## src/rtl/led_pattern_pkg.sv

```systemverilog
// rtl/led_pattern_pkg.sv - shared mode and direction definitions for the LED pattern generator
package led_pattern_pkg;

  typedef enum logic [1:0] {
    MODE_COUNT   = 2'd0,
    MODE_SCAN    = 2'd1,
    MODE_BREATHE = 2'd2,
    MODE_GRAY    = 2'd3
  } mode_t;

  localparam logic UP   = 1'b0;
  localparam logic DOWN = 1'b1;

endpackage

```

## src/rtl/led_prescaler.sv

```systemverilog
// rtl/led_prescaler.sv - free-running divider producing a one-cycle step strobe every TICK_DIV cycles
module led_prescaler #(
  parameter int TICK_DIV = 900000
) (
  input  logic clk,
  input  logic rst,
  output logic stp
);

  localparam int CW = $clog2(TICK_DIV);

  logic [CW-1:0] pcnt;

  assign stp = (pcnt == CW'(TICK_DIV - 1));

  always_ff @(posedge clk) begin
    if (rst) begin
      pcnt <= '0;
    end else if (stp) begin
      pcnt <= '0;
    end else begin
      pcnt <= pcnt + CW'(1);
    end
  end

endmodule

```

## src/rtl/led_pattern_gen.sv

```systemverilog
// rtl/led_pattern_gen.sv - runtime-selectable LED patterns (count, scan, breathe, gray) stepped by a prescaler
module led_pattern_gen
  import led_pattern_pkg::*;
#(
  parameter int N_LEDS   = 5,
  parameter int TICK_DIV = 900000,
  parameter int PWM_BITS = 4
) (
  input  logic              clk,
  input  logic              rst,
  input  logic [1:0]        mode,
  input  logic              mode_stb,
  output logic [N_LEDS-1:0] led,
  output logic              tick
);

  localparam int PW = (N_LEDS > 1) ? $clog2(N_LEDS) : 1;
  localparam logic [PW-1:0]       POS_MAX  = PW'(N_LEDS - 1);
  localparam logic [PWM_BITS-1:0] DUTY_MAX = '1;

  logic stp;

  mode_t               cur_mode, cur_mode_n;
  mode_t               pend, pend_n;
  logic                pend_v, pend_v_n;
  logic [N_LEDS-1:0]   step, step_n;
  logic [PW-1:0]       pos, pos_n;
  logic                dir, dir_n;
  logic [PWM_BITS-1:0] duty, duty_n;
  logic [PWM_BITS-1:0] pwm;
  logic [N_LEDS-1:0]   led_n;

  led_prescaler #(.TICK_DIV(TICK_DIV)) u_prescaler (
    .clk(clk),
    .rst(rst),
    .stp(stp)
  );

  always_comb begin
    cur_mode_n = cur_mode;
    pend_n     = pend;
    pend_v_n   = pend_v;
    step_n     = step;
    pos_n      = pos;
    dir_n      = dir;
    duty_n     = duty;
    led_n      = '0;

    // A strobe coinciding with a step is held for the following step.
    if (mode_stb) begin
      pend_n   = mode_t'(mode);
      pend_v_n = 1'b1;
    end else if (stp) begin
      pend_v_n = 1'b0;
    end

    if (stp) begin
      if (pend_v) begin
        cur_mode_n = pend;
        step_n     = '0;
        pos_n      = '0;
        dir_n      = UP;
        duty_n     = '0;
      end else begin
        case (cur_mode)
          MODE_COUNT, MODE_GRAY: begin
            step_n = step + N_LEDS'(1);
          end
          MODE_SCAN: begin
            if (POS_MAX != '0) begin
              if (dir == UP) begin
                pos_n = pos + PW'(1);
                if (pos_n == POS_MAX) dir_n = DOWN;
              end else begin
                pos_n = pos - PW'(1);
                if (pos_n == '0) dir_n = UP;
              end
            end
          end
          MODE_BREATHE: begin
            if (dir == UP) begin
              duty_n = duty + PWM_BITS'(1);
              if (duty_n == DUTY_MAX) dir_n = DOWN;
            end else begin
              duty_n = duty - PWM_BITS'(1);
              if (duty_n == '0) dir_n = UP;
            end
          end
          default: ;
        endcase
      end
    end

    case (cur_mode_n)
      MODE_COUNT:   led_n = step_n;
      MODE_SCAN:    led_n = N_LEDS'(1) << pos_n;
      MODE_BREATHE: led_n = {N_LEDS{pwm < duty_n}};
      MODE_GRAY:    led_n = step_n ^ (step_n >> 1);
      default:      led_n = '0;
    endcase
  end

  always_ff @(posedge clk) begin
    if (rst) begin
      cur_mode <= MODE_COUNT;
      pend     <= MODE_COUNT;
      pend_v   <= 1'b0;
      step     <= '0;
      pos      <= '0;
      dir      <= UP;
      duty     <= '0;
      pwm      <= '0;
      led      <= '0;
      tick     <= 1'b0;
    end else begin
      cur_mode <= cur_mode_n;
      pend     <= pend_n;
      pend_v   <= pend_v_n;
      step     <= step_n;
      pos      <= pos_n;
      dir      <= dir_n;
      duty     <= duty_n;
      pwm      <= pwm + PWM_BITS'(1);
      led      <= led_n;
      tick     <= stp;
    end
  end

endmodule

```

## config.mk

```make
export PLATFORM = sky130hd
export DESIGN_NAME = led_pattern_gen
export DESIGN_NICKNAME = d
export VERILOG_FILES = /design/src/rtl/led_pattern_pkg.sv /design/src/rtl/led_prescaler.sv /design/src/rtl/led_pattern_gen.sv
export SDC_FILE = /design/constraint.sdc
export NUM_CORES = 1
export LEC_CHECK = 0
export CAP_MARGIN = 5
export CORE_ASPECT_RATIO = 0.8
export CORE_MARGIN = 3
export CORE_UTILIZATION = 60
export CTS_CLUSTER_DIAMETER = 80
export CTS_CLUSTER_SIZE = 12
export DETAILED_ROUTE_END_ITERATION = 8
export PLACE_DENSITY = 0.8
export SLEW_MARGIN = 20
export SYNTH_ARGS = -nofsm -noshare
export SYNTH_HDL_FRONTEND = slang
export SYNTH_SLANG_ARGS = --single-unit
```

## constraint.sdc

```tcl
create_clock -name clk -period 4.75 [get_ports clk]
set_clock_uncertainty 0.05 [all_clocks]
set_input_delay 0.475 -clock clk [delete_from_list [all_inputs] [get_ports clk]]
set_output_delay 0.475 -clock clk [all_outputs]
set_load 0.1 [all_outputs]
```

Word level (Yosys, flattened, before mapping)
Cells that the tools add are included.
{"block": "totals", "out_inout_bits": 6, "input_bits": 5, "wordCells": 63, "regBits": 48}
{"block": "op_classes", "add_sub_neg": 7, "muxes": 24, "n_eq_ne": 9, "shift": 1, "bitwise": 1, "n_reduce_logical": 9, "n_lt_le_gt_ge": 1}
{"cell": "adder 20 x 1 -> 20 bit, second input constant", "count": 1}
{"cell": "equality test 20 bit, second input constant", "count": 1}
{"cell": "one-hot mux 5 bit (4 select lines)", "count": 1}
{"cell": "two-way mux 4 bit", "count": 4}
{"cell": "two-way mux 5 bit", "count": 3}
{"cell": "two-way mux 3 bit", "count": 4}
{"cell": "two-way mux 1 bit", "count": 9}
{"cell": "adder 4 x 1 -> 4 bit, second input constant", "count": 2}
{"cell": "equality test 2 bit, second input constant", "count": 4}
{"cell": "adder 5 x 1 -> 5 bit, second input constant", "count": 1}
{"cell": "left shift 1 x 3 -> 5 bit, first input constant", "count": 1}
{"cell": "bitwise XOR 5 x 4 -> 5 bit", "count": 1}
{"cell": "equality test 2 x 1 -> 1 bit, second input constant", "count": 2}
{"cell": "equality test 4 bit, second input constant", "count": 1}
{"cell": "logical NOT 2 bit", "count": 2}
{"cell": "logical NOT 4 bit", "count": 1}
{"cell": "less-than comparator 4 bit", "count": 1}
{"cell": "two-way mux 2 bit", "count": 2}
{"cell": "OR reduction 2 bit", "count": 2}
{"cell": "subtractor 4 x 1 -> 4 bit, second input constant", "count": 1}
{"cell": "adder 3 x 1 -> 3 bit, second input constant", "count": 1}
{"cell": "equality test 3 bit, second input constant", "count": 1}
{"cell": "logical NOT 3 bit", "count": 1}
{"cell": "nonzero test 3 bit", "count": 1}
{"cell": "other kinds (4)", "count": 4}

Depth between registers and ports, before layout
{"block": "logic_depth", "ltp_word": 7, "depth_mapped": 15, "ltp_nobuf": 13}

Hierarchy
From an unflattened synthesis, not the netlist that was laid out.
{"block": "unflattened", "cells_unflattened": 329, "hier_area_um2": 2790.2}
{"module": "led_pattern_gen", "n_inst": 1, "seq_area_each_um2": 560.5, "cells_per_inst": 224, "area_each_um2": 1880.6}
{"module": "led_prescaler", "n_inst": 1, "seq_area_each_um2": 400.4, "cells_per_inst": 105, "area_each_um2": 909.6}

Worst setup path before layout
OpenSTA, ideal clock, no wires.
{"block": "synth_timing", "path_type": "flip-flop to flip-flop", "from": "register u_prescaler.pcnt[0]", "to": "register led[0]", "path_stages_with_launch": 15, "arrival_time_ns": 2.868, "synth_period_minus_slack_ns": 2.998, "path_buffers": 2, "setup_slack_ns": 1.752, "cell_sequence": "dfxtp_1 ha_1 buf_2 and4_1 nand2_1 buf_2 nor4_1 a21oi_1 a2bb2oi_1 ha_1 a21o_1 a2111oi_0 mux2_2 a21oi_1 a32oi_1"}
{"block": "synth_via", "elab_chain_len": 4}
{"item": "start, declared", "line_no": "led_prescaler.sv:12", "rtl": "logic [CW-1:0] pcnt;"}
{"item": "start signal, assigned", "line_no": "led_prescaler.sv:22", "rtl": "pcnt <= pcnt + CW'(1);"}
{"item": "equality test 20 bit *", "line_no": "led_prescaler.sv:14", "rtl": "assign stp = (pcnt == CW'(TICK_DIV - 1));"}
{"item": "two-way mux 4 bit, or another cell as far along", "line_no": "led_pattern_gen.sv:57", "rtl": "if (stp) begin"}
{"item": "less-than comparator 4 bit, or another cell as far along", "line_no": "led_pattern_gen.sv:97", "rtl": "MODE_BREATHE: led_n = {N_LEDS{pwm < duty_n}};"}
{"item": "one-hot mux 5 bit (4 select lines) *", "line_no": "led_pattern_gen.sv:94", "rtl": "case (cur_mode_n)"}
{"item": "end signal, assigned", "line_no": "led_pattern_gen.sv:124", "rtl": "led <= led_n;"}
{"item": "end, declared", "line_no": "led_pattern_gen.sv:13", "rtl": "output logic [N_LEDS-1:0] led,"}
Mark *: on every way between the ends. The rest lies on a longest branch, timed or not.
A chain may end at the register's enable or synchronous reset.

Final worst setup path
Same ends and word-level chain as after synthesis.

==> results.yml <==
logic_synthesis:
  syn_nets: 362
  synthTopCellsByArea: "dfxtp_1 33%, ha_1 6.9%, nor2_1 6.5%"
  yosysSeqAreaShare: 0.332
  post-synth-top-count-cell: "nor2_1"
  synth-seq-cells: 48
  ys_async_sr_fraction: 0
  synth-edff-count: 0
  yosys.area.top_type_share: 0.332
  syn_inst: 341
  synthDistinctLibCells: 65
  yosys_warnings: 0
  synth_largest_area_cell: "dfxtp_1"
  synth_top_cells_by_count: "50 x nor2_1, 48 x dfxtp_1, 25 x nand2_1"
  ys.flop_type: "dfxtp_1"
  mappedNetlistArea_mm2: 0.00289
  synth.avg_cell_area_um2: 8.48
floorplanning:
  rows: 21
  ioPinCount: 11
  die_y_um: 68.1
  coreArea_mm2: 0.00441
  initial_utilization: 0.655
  fp.dieArea_mm2: 0.00570
  die_w_um: 83.6
power_and_ir_drop:
  swShare: 0.208
  p_seq_frac: 0.527
  pwr-share-clk: 0.437
  netSwitchingPower_w: 0.000165
  p_leak_nw: 1.19
  power.total_w: 0.000794
  comb_power_share: 0.037
  p_int_w: 0.000629
  ir_drop_uv: 193
  powerDensity_mw_per_mm2: 254
min_path:
  hold_class: "reg -> reg"
  worstHoldEndpoint: "cur_mode[1]"
  hold_depth: 2
  hold_start: "cur_mode[1]"
sta:
  setup_viol: 0
  fin_crit_sh: 0.771
  hold_viol: 0
  clock.fmax_mhz: 273
  fin_crit_ns: 3.66
  worstMarginPinSlew_ns: 0.961
  rsz0062_at_grt: "no"
  fin_tns_setup_ns: 0
  max_slew_margin: 0.351
  maxSlewViolCount: 0
worst_setup_path:
  r2r_slack_ns: 1.09
  crit_fanout: 13
  crit_required_ns: 4.93
  worstPathArrival_ns: 3.85
  endpoint_kind: "register"
  startpoint_type: "register"
  ff2ff_path_depth: 13
  r2r-end: "led[0]"
  rr_startpoint: "u_prescaler.pcnt[0]"
  path_class: "reg -> reg"
cts:
  cts_tree: "done"
  cts_resized: 0
  ctsHtreeMaxLevel: 2
  clkLatencyLatePin_ns: 0.30
  cts_num_sinks: 48
  cts.clk_slew.worst_paths_ns: 0.09
  cts_buffers: 5
  cts_root_buf: "clkbuf_8"
  post_cts_buffers: 0
  cts_buffer_depth: 2
  ctsHoldBuffers: 0
global_route:
  antenna_found_initial: 0
  grt_start_max_net_pins: 23
  grt_pass1_vias: 2345
  track_usage: 0.251
  grt_pass1_wl_um: 11400
  gr-total-overflow: 0
route:
  antenna_left: 0
  viasPerCell: 6.46
  drt_wl_total_um: 6840
  vias: 2577
  first_pass_iters: 5
  drtIter0Drc: 278
  drt-wirelength-per-cell_um: 17.1
  drcViolationCount: 0
finish:
  final_nets: 363
  area_growth_syn_to_layout_pct: 7.83
  antenna_cells: 0
  nFillCells: 375
  multi_input_area_mm2: 0.00181
  fin_util: 0.707
  stdcell_count: 399
  drive_above_1_share: 0.0673
  regArea_um2: 961
placement:
  port_buffers: 10
  dp_hpwl_um: 4960
  dpl.cell_count: 392
  place_congestion: 0.904
job:
  drv_cap: 0
status:
  status: "finished, final reports clean"
## sequential cells by signal, summed over array words and instances, names as in the netlist
name              flops
tick                  1
duty                  4
cur_mode              2
pwm                   4
step                  5
pend_v                1
pend                  2
u_prescaler.pcnt     20
led                   5
dir                   1
pos                   3
## worst max-delay path by stage
stage	start	to	slack [ns]	cells past startpoint
final	u_prescaler.pcnt[0]	led[0]	1.09	13
after CTS	u_prescaler.pcnt[0]	led[0]	1.20	13
after detailed placement	u_prescaler.pcnt[0]	led[0]	1.23	13
after global routing	u_prescaler.pcnt[0]	led[0]	0.81	13
after global placement	u_prescaler.pcnt[0]	led[1]	1.42	13
after floorplan	u_prescaler.pcnt[0]	led[0]	1.75	14
## power by group through the flow
stage	sequential (W)	combinational, W	clock, W
finish	0.000418	0.0000291	0.000347
global route	0.000419	0.0000327	0.000363
CTS	0.000418	0.0000289	0.000348
detailed placement	0.000427	0.0000287	0
global placement	0.000427	0.0000279	0
floorplan	0.000422	0.0000228	0
## logic make-up after synthesis
kind of cell | after synthesis | synth area share
xor+xnor | 24 | 0.0727
compound gates | 67 | 0.173
fa+ha+maj | 16 | 0.0692
buf+inv | 29 | 0.0424
mux | 6 | 0.0216
simple gates | 151 | 0.289
flops | 48 | 0.332
## per-layer routing
layer | track usage | up-vias | wire [µm]
li1 | - | 1236 | -
met1 | 0.360 | 1213 | 3410
met2 | 0.386 | 119 | 2860
met3 | 0.0505 | 9 | 498
met4 | 0.0703 | 0 | 68
met5 | 0 | - | 0
## cell type report
class                   count  area share
clock inverters             2      0.0193
repair buffers             10      0.0321
multi-input cells         264       0.580
inverters                  13      0.0156
flip-flops and latches     48       0.308
well taps                  57      0.0229
clock buffers               5      0.0221
## worst max-delay path, cell delays in order (launching register included)
cell,delay (ns)
dfxtp_1,0.40
ha_1,0.34
and4_1,0.27
nand2_1,0.31
nor2_1,0.36
nand3_1,0.12
a21oi_1,0.20
nor2_1,0.10
ha_1,0.20
a21o_1,0.17
a2111oi_0,0.45
mux2_2,0.26
a21oi_1,0.14
a32oi_1,0.21
## metrics by stage
stage	hold slack, ns	cell area, µm²	worst slack, ns
after global placement	0.405	2990	1.42
final	0.455	3120	1.09
after detailed placement	0.421	2990	1.23
after CTS	0.455	3120	1.20
after floorplan	0.387	2890	1.75
after global routing	0.492	3120	0.813
## placed cells by master (no fill, tap or decap), drive strengths merged, types with 8 or more instances in the layout
cell and n:
nand2 26, nor2 51, xor2 16, ha 16, nand3 16, a21oi 12
dfxtp 48, clkdlybuf4s50 10, nand4 10, o21ai 11, xnor2 8, inv 13
Note: power is estimated with default switching activity, not from simulation.
==> edit 1: new RTL, same settings <==
Register the output `led` once more, cleared by the reset; this adds one clock of latency there. The other outputs are not delayed to match.
--- a/src/rtl/led_pattern_gen.sv
+++ b/src/rtl/led_pattern_gen.sv
@@ -19,2 +19,4 @@
   localparam logic [PWM_BITS-1:0] DUTY_MAX = '1;
+
+  logic [N_LEDS-1:0] led_s0;
 
@@ -112,3 +114,3 @@
       pwm      <= '0;
-      led      <= '0;
+      led_s0   <= '0;
       tick     <= 1'b0;
@@ -123,4 +125,12 @@
       pwm      <= pwm + PWM_BITS'(1);
-      led      <= led_n;
+      led_s0   <= led_n;
       tick     <= stp;
+    end
+  end
+
+  always_ff @(posedge clk) begin
+    if (rst) begin
+      led <= '0;
+    end else begin
+      led <= led_s0;
     end
Function: same outputs for any inputs over 10 cycles, from zero or initial values and one cycle with rst high; that may be too few to reach the edited logic, so the function may still have changed.
==> edit 1 against the original RTL <==
Final area rose by 0.80%. Synthesized cell count rose by 0.59%. Sequential power rose by 10%. Setup slack got worse by 0.077 ns. Utilization fell by 3.1 points. Synthesized area rose by 1.6%. Wire length fell by 7.8%. Critical path depth fell by 1. Power rose by 1.4%. Sequential cell count rose by 5. Count of clock-buffer cells in the layout did not move. Critical path type unchanged. Largest power group unchanged. Highest routed layer unchanged.
==> edit 1: results (changes against the original RTL) <==
| Metric | Value |
|---|---|
| Post-synth cell types | 60 (was 65) |
| Initial antenna violation count | 0 (unchanged) |
| Crit Path Max Fanout | 7 (was 13) |
| Drt total wl | 6300 µm (was 6840 µm) |
| Via/cell ratio | 5.94 (was 6.46) |
| Reg2reg start | u_prescaler.pcnt[5] (was u_prescaler.pcnt[0]) |
| Register area share after synthesis | 36.1% (was 33.2%) |
| Synth top cells by count | 53 x dfxtp_1, 49 x nor2_1, 21 x a21oi_1 (was 50 x nor2_1, 48 x dfxtp_1, 25 x nand2_1) |
| R2R Path End | led_s0[0] (was led[0]) |
| Vias in the first global route | 2285 (was 2345) |
| Post-Syn Instances | 343 (was 341) |
| CP arrival | 3.90 ns (was 3.85 ns) |
| Hold-critical path depth | 1 (was 2) |
| Leak pwr | 1.18 nW (was 1.19 nW) |
| VDD IR max | 195 µV (was 193 µV) |
| Detailed Route Iter0 Violations | 229 (was 278) |
| Worst-Skew Late Latency | 0.32 ns (was 0.30 ns) |
| First-pass GRT wire length | 10800 µm (was 11400 µm) |
| Rel. slew slack | 34.8% (was 35.1%) |
| GRT Overall Usage | 23.5% (was 25.1%) |
| Worst Hold End | led[3] (was cur_mode[1]) |
| R2R setup slack | 1.01 ns (was 1.09 ns) |
| Area contributors post-synth | dfxtp_1 36%, ha_1 6.8%, nor2_1 6.3% (was dfxtp_1 33%, ha_1 6.9%, nor2_1 6.5%) |
| Synth warn | 0 (unchanged) |
| Outcome | finished clean (unchanged) |
| Length of the first detailed-routing pass in iterations | 4 (was 5) |
| Final Non-Filler Cells | 403 (was 399) |
| Syn nets | 364 (was 362) |
| Pin count of the biggest net entering global routing | 35 (was 23) |
| Fillers | 388 (was 375) |
| Final HPWL DP | 4530 µm (was 4960 µm) |
| Min-delay src | led_s0[3] (was cur_mode[1]) |
| Layout cells sized above 1 | 8.45% (was 6.73%) |
| Worst Reg-to-Reg Cells | 12 (was 13) |
| Gpl congestion | 0.854 (was 0.904) |
edit 1: layout make-up:
| type | count | share of cell area [%] |
|---|---|---|
| tap | 60 | 2.39 |
| clock buffer | 5 | 2.19 |
| sequential | 53 | 33.7 |
| timing repair buffer | 11 | 3.42 |
| inverter | 9 | 1.07 |
| multi-input combinational | 262 | 55.8 |
| clock inverter | 3 | 1.39 |
edit 1: metal layers:
metal | part of all wire [%] | GRT usage (%) | wire length (µm) | up-vias
met2 | 44 | 36.9 | 2770 | 63
met4 | 2.0 | 7.83 | 125 | 0
met5 | 0 | 0 | 0 | -
met1 | 48 | 31.3 | 3000 | 1117
li1 | - | - | - | 1203
met3 | 6.4 | 6.77 | 406 | 12
edit 1: worst max path at each step:
stage	startpoint	endpoint	slack [ns]	cells past startpoint
4_1_cts	u_prescaler.pcnt[5]	led_s0[0]	1.03	12
2_1_floorplan	u_prescaler.pcnt[5]	led_s0[0]	1.38	13
5_1_grt	u_prescaler.pcnt[5]	led_s0[0]	0.83	12
3_5_place_dp	u_prescaler.pcnt[5]	led_s0[1]	1.05	12
6_report	u_prescaler.pcnt[5]	led_s0[0]	1.01	12
3_3_place_gp	u_prescaler.pcnt[5]	led_s0[0]	1.15	12
edit 1: logic make-up (layout without fill, tap and decap cells):
family	after synthesis	in the layout	share of synthesized area, %
DFF	53	53	36.1
buffers and inverters	28	28	4.25
muxes	9	9	3.28
xor gates and xnor gates	27	27	8.04
adders and majority gates	16	16	6.81
and+or+nand+nor	156	156	28.5
AOI/OAI and AO/OA	54	54	13.0
edit 1: critical path, cell delays in order (launching register included):
cell and delay [ns]:
dfxtp_1 0.36, or4b_4 0.57, or4_1 0.68, nor2_2 0.22, nand3_1 0.10, a21oi_1 0.17
a21oi_1 0.08, ha_1 0.33, o2111ai_1 0.11, a211o_1 0.34, a31oi_4 0.18, nor2_2 0.08
o32a_1 0.38
edit 1: power by group:
| group | switching, mW | internal (mW) |
|---|---|---|
| logic | 0.0173 | 0.0157 |
| clock network | 0.154 | 0.158 |
| registers | 0.00969 | 0.450 |
| total | 0.181 | 0.624 |
edit 1: through the flow:
stage | power, mW | area [µm²] | worst slack, ns | hold WS, ns
finish | 0.804 | 3140 | 1.01 | 0.393
global route | 0.832 | 3140 | 0.831 | 0.406
CTS | 0.812 | 3140 | 1.03 | 0.396
detailed placement | 0.503 | 3030 | 1.05 | 0.373
global placement | 0.501 | 3030 | 1.15 | 0.367
floorplan | 0.492 | 2940 | 1.38 | 0.364
==> edit 2: new RTL, config.mk and constraints unchanged <==
Made on the original files. `TICK_DIV` is set to 900000 in 2 places; all go to 1800000.
--- a/src/rtl/led_prescaler.sv
+++ b/src/rtl/led_prescaler.sv
@@ -2,3 +2,3 @@
 module led_prescaler #(
-  parameter int TICK_DIV = 900000
+  parameter int TICK_DIV = 1800000
 ) (
--- a/src/rtl/led_pattern_gen.sv
+++ b/src/rtl/led_pattern_gen.sv
@@ -5,3 +5,3 @@
   parameter int N_LEDS   = 5,
-  parameter int TICK_DIV = 900000,
+  parameter int TICK_DIV = 1800000,
   parameter int PWM_BITS = 4
Behaviour: no difference found for any inputs over 10 cycles, from zero or initial values and one cycle with rst high; that may be too few to reach the edited logic, so the function may still have changed.
==> edit 2 against the original RTL <==
Final area down 4.1%. Cell count down 2.5%. Wire length down 22%. Sequential cell count up 1. Power fell by 12%. Clock power is 31% lower. Setup slack improved by 0.53 ns. Utilization fell by 2.0 points. Synthesized area is 2.5% lower.
==> edit 2: results (changes against the original RTL) <==
| Metric | Value |
|---|---|
| Leading registers by flop count | u_prescaler.pcnt: 21 flops, led: 5 flops, step: 5 flops (was u_prescaler.pcnt: 20 flops, led: 5 flops, step: 5 flops) |
| Non-clock buffer share | 3.60% (was 3.21%) |
| Seq cells post-synth | 49 (was 48) |
| Via/cell ratio | 5.77 (was 6.46) |
| Final Non-Filler Cells | 389 (was 399) |
| First-pass GRT wire length | 9060 µm (was 11400 µm) |
| Vias in the first global route | 2012 (was 2345) |
| Area contributors post-synth | dfxtp_1 35%, xor2_1 7.1%, ha_1 7.1% (was dfxtp_1 33%, ha_1 6.9%, nor2_1 6.5%) |
| Leak pwr | 1.13 nW (was 1.19 nW) |
| Mux cell area share after synthesis | 3.86% (was 2.16%) |
| Outcome | finished clean (unchanged) |
| Worst Hold End | pwm[0] (was cur_mode[1]) |
| Invs w/o clock | 11 (was 13) |
| Rel. slew slack | 35.6% (was 35.1%) |
| Pin count of the biggest net entering global routing | 24 (was 23) |
| Reg2reg start | u_prescaler.pcnt[10] (was u_prescaler.pcnt[0]) |
| Slowest cell on crit path | dfxtp_1 (was a2111oi_0) |
| Final #Nets | 352 (was 363) |
| VDD IR max | 210 µV (was 193 µV) |
| Placed Area | 2910 µm² (was 2990 µm²) |
| Post-synth cell types | 51 (was 65) |
| Non-clock buffer count | 11 (was 10) |
| Multi-input gates | 253 (was 264) |
| Layout cells sized above 1 | 6.33% (was 6.73%) |
| Gpl congestion | 0.850 (was 0.904) |
| Synth top cells by count | 51 x nor2_1, 49 x dfxtp_1, 23 x xor2_1 (was 50 x nor2_1, 48 x dfxtp_1, 25 x nand2_1) |
| Crit Path Max Fanout | 19 (was 13) |
| Hold-critical path depth | 1 (was 2) |
| Fillers | 361 (was 375) |
| Routed len/inst | 13.8 µm (was 17.1 µm) |
| Placed insts | 381 (was 392) |
| Length of the first detailed-routing pass in iterations | 4 (was 5) |
| R2R setup slack | 1.62 ns (was 1.09 ns) |
| Final HPWL DP | 3800 µm (was 4960 µm) |
| Synth Area in Adders | 7.10% (was 6.92%) |
| GRT Overall Usage | 20.8% (was 25.1%) |
| Synth Area in Compound Gates | 14.5% (was 17.3%) |
| Clk tree area frac | 2.88% (was 4.13%) |
| Slowest stage delay, CP | 0.42 ns (was 0.45 ns) |
| DIE AREA | 5570 µm² (was 5700 µm²) |
| Min-delay src | pwm[0] (was cur_mode[1]) |
| Clock buffers | 6 (was 5) |
| Post-Synth XOR/XNOR Area | 8.69% (was 7.27%) |
| Detailed Route Iter0 Violations | 170 (was 278) |
| Register area share after synthesis | 34.8% (was 33.2%) |
| Register Area | 981 µm² (was 961 µm²) |
==> edit 2: worst max path at each step <==
stage / startpoint / end / slack (ns)
floorplan: u_prescaler.pcnt[0] / led[0] / 2.00
global placement: u_prescaler.pcnt[6] / led[0] / 1.79
detailed placement: u_prescaler.pcnt[10] / led[0] / 1.71
CTS: u_prescaler.pcnt[10] / led[0] / 1.66
global route: u_prescaler.pcnt[0] / led[0] / 1.36
finish: u_prescaler.pcnt[10] / led[0] / 1.62
==> edit 2: cells by family (layout without fill, tap and decap cells) <==
kind of cell / Yosys count / after routing
AO/OA/AOI/OAI: 57 / 57
AND/OR/NAND/NOR: 143 / 143
flip-flops: 49 / 49
multiplexers: 9 / 9
XOR/XNOR: 28 / 28
adder cells (fa/ha/maj): 16 / 16
buffers and inverters: 29 / 30
==> edit 2: stage by stage <==
stage | util (%) | hold WS, ns | total power, mW | worst slack (ns)
floorplan | - | 0.386 | 0.455 | 2.00
global placement | 66.6 | 0.407 | 0.464 | 1.79
detailed placement | 66.6 | 0.415 | 0.465 | 1.71
CTS | 68.6 | 0.429 | 0.703 | 1.66
global route | 68.6 | 0.451 | 0.724 | 1.36
finish | 68.6 | 0.429 | 0.695 | 1.62
==> edit 2: metal layers <==
metal  vias to the layer above  track usage, %  part of all wire, %
li1                       1159               -                    -
met5                         -               0                    0
met4                         0            4.69                 0.71
met1                      1020            30.1                   52
met3                         4            5.73                  5.6
met2                        60            30.7                   41
==> edit 2: where the power goes <==
part | total (mW) | switching (mW) | internal (mW) | leakage, nW
clock | 0.239 | 0.134 | 0.105 | 0.0456
combinational | 0.0295 | 0.0151 | 0.0144 | 0.687
sequential | 0.426 | 0.00968 | 0.416 | 0.397
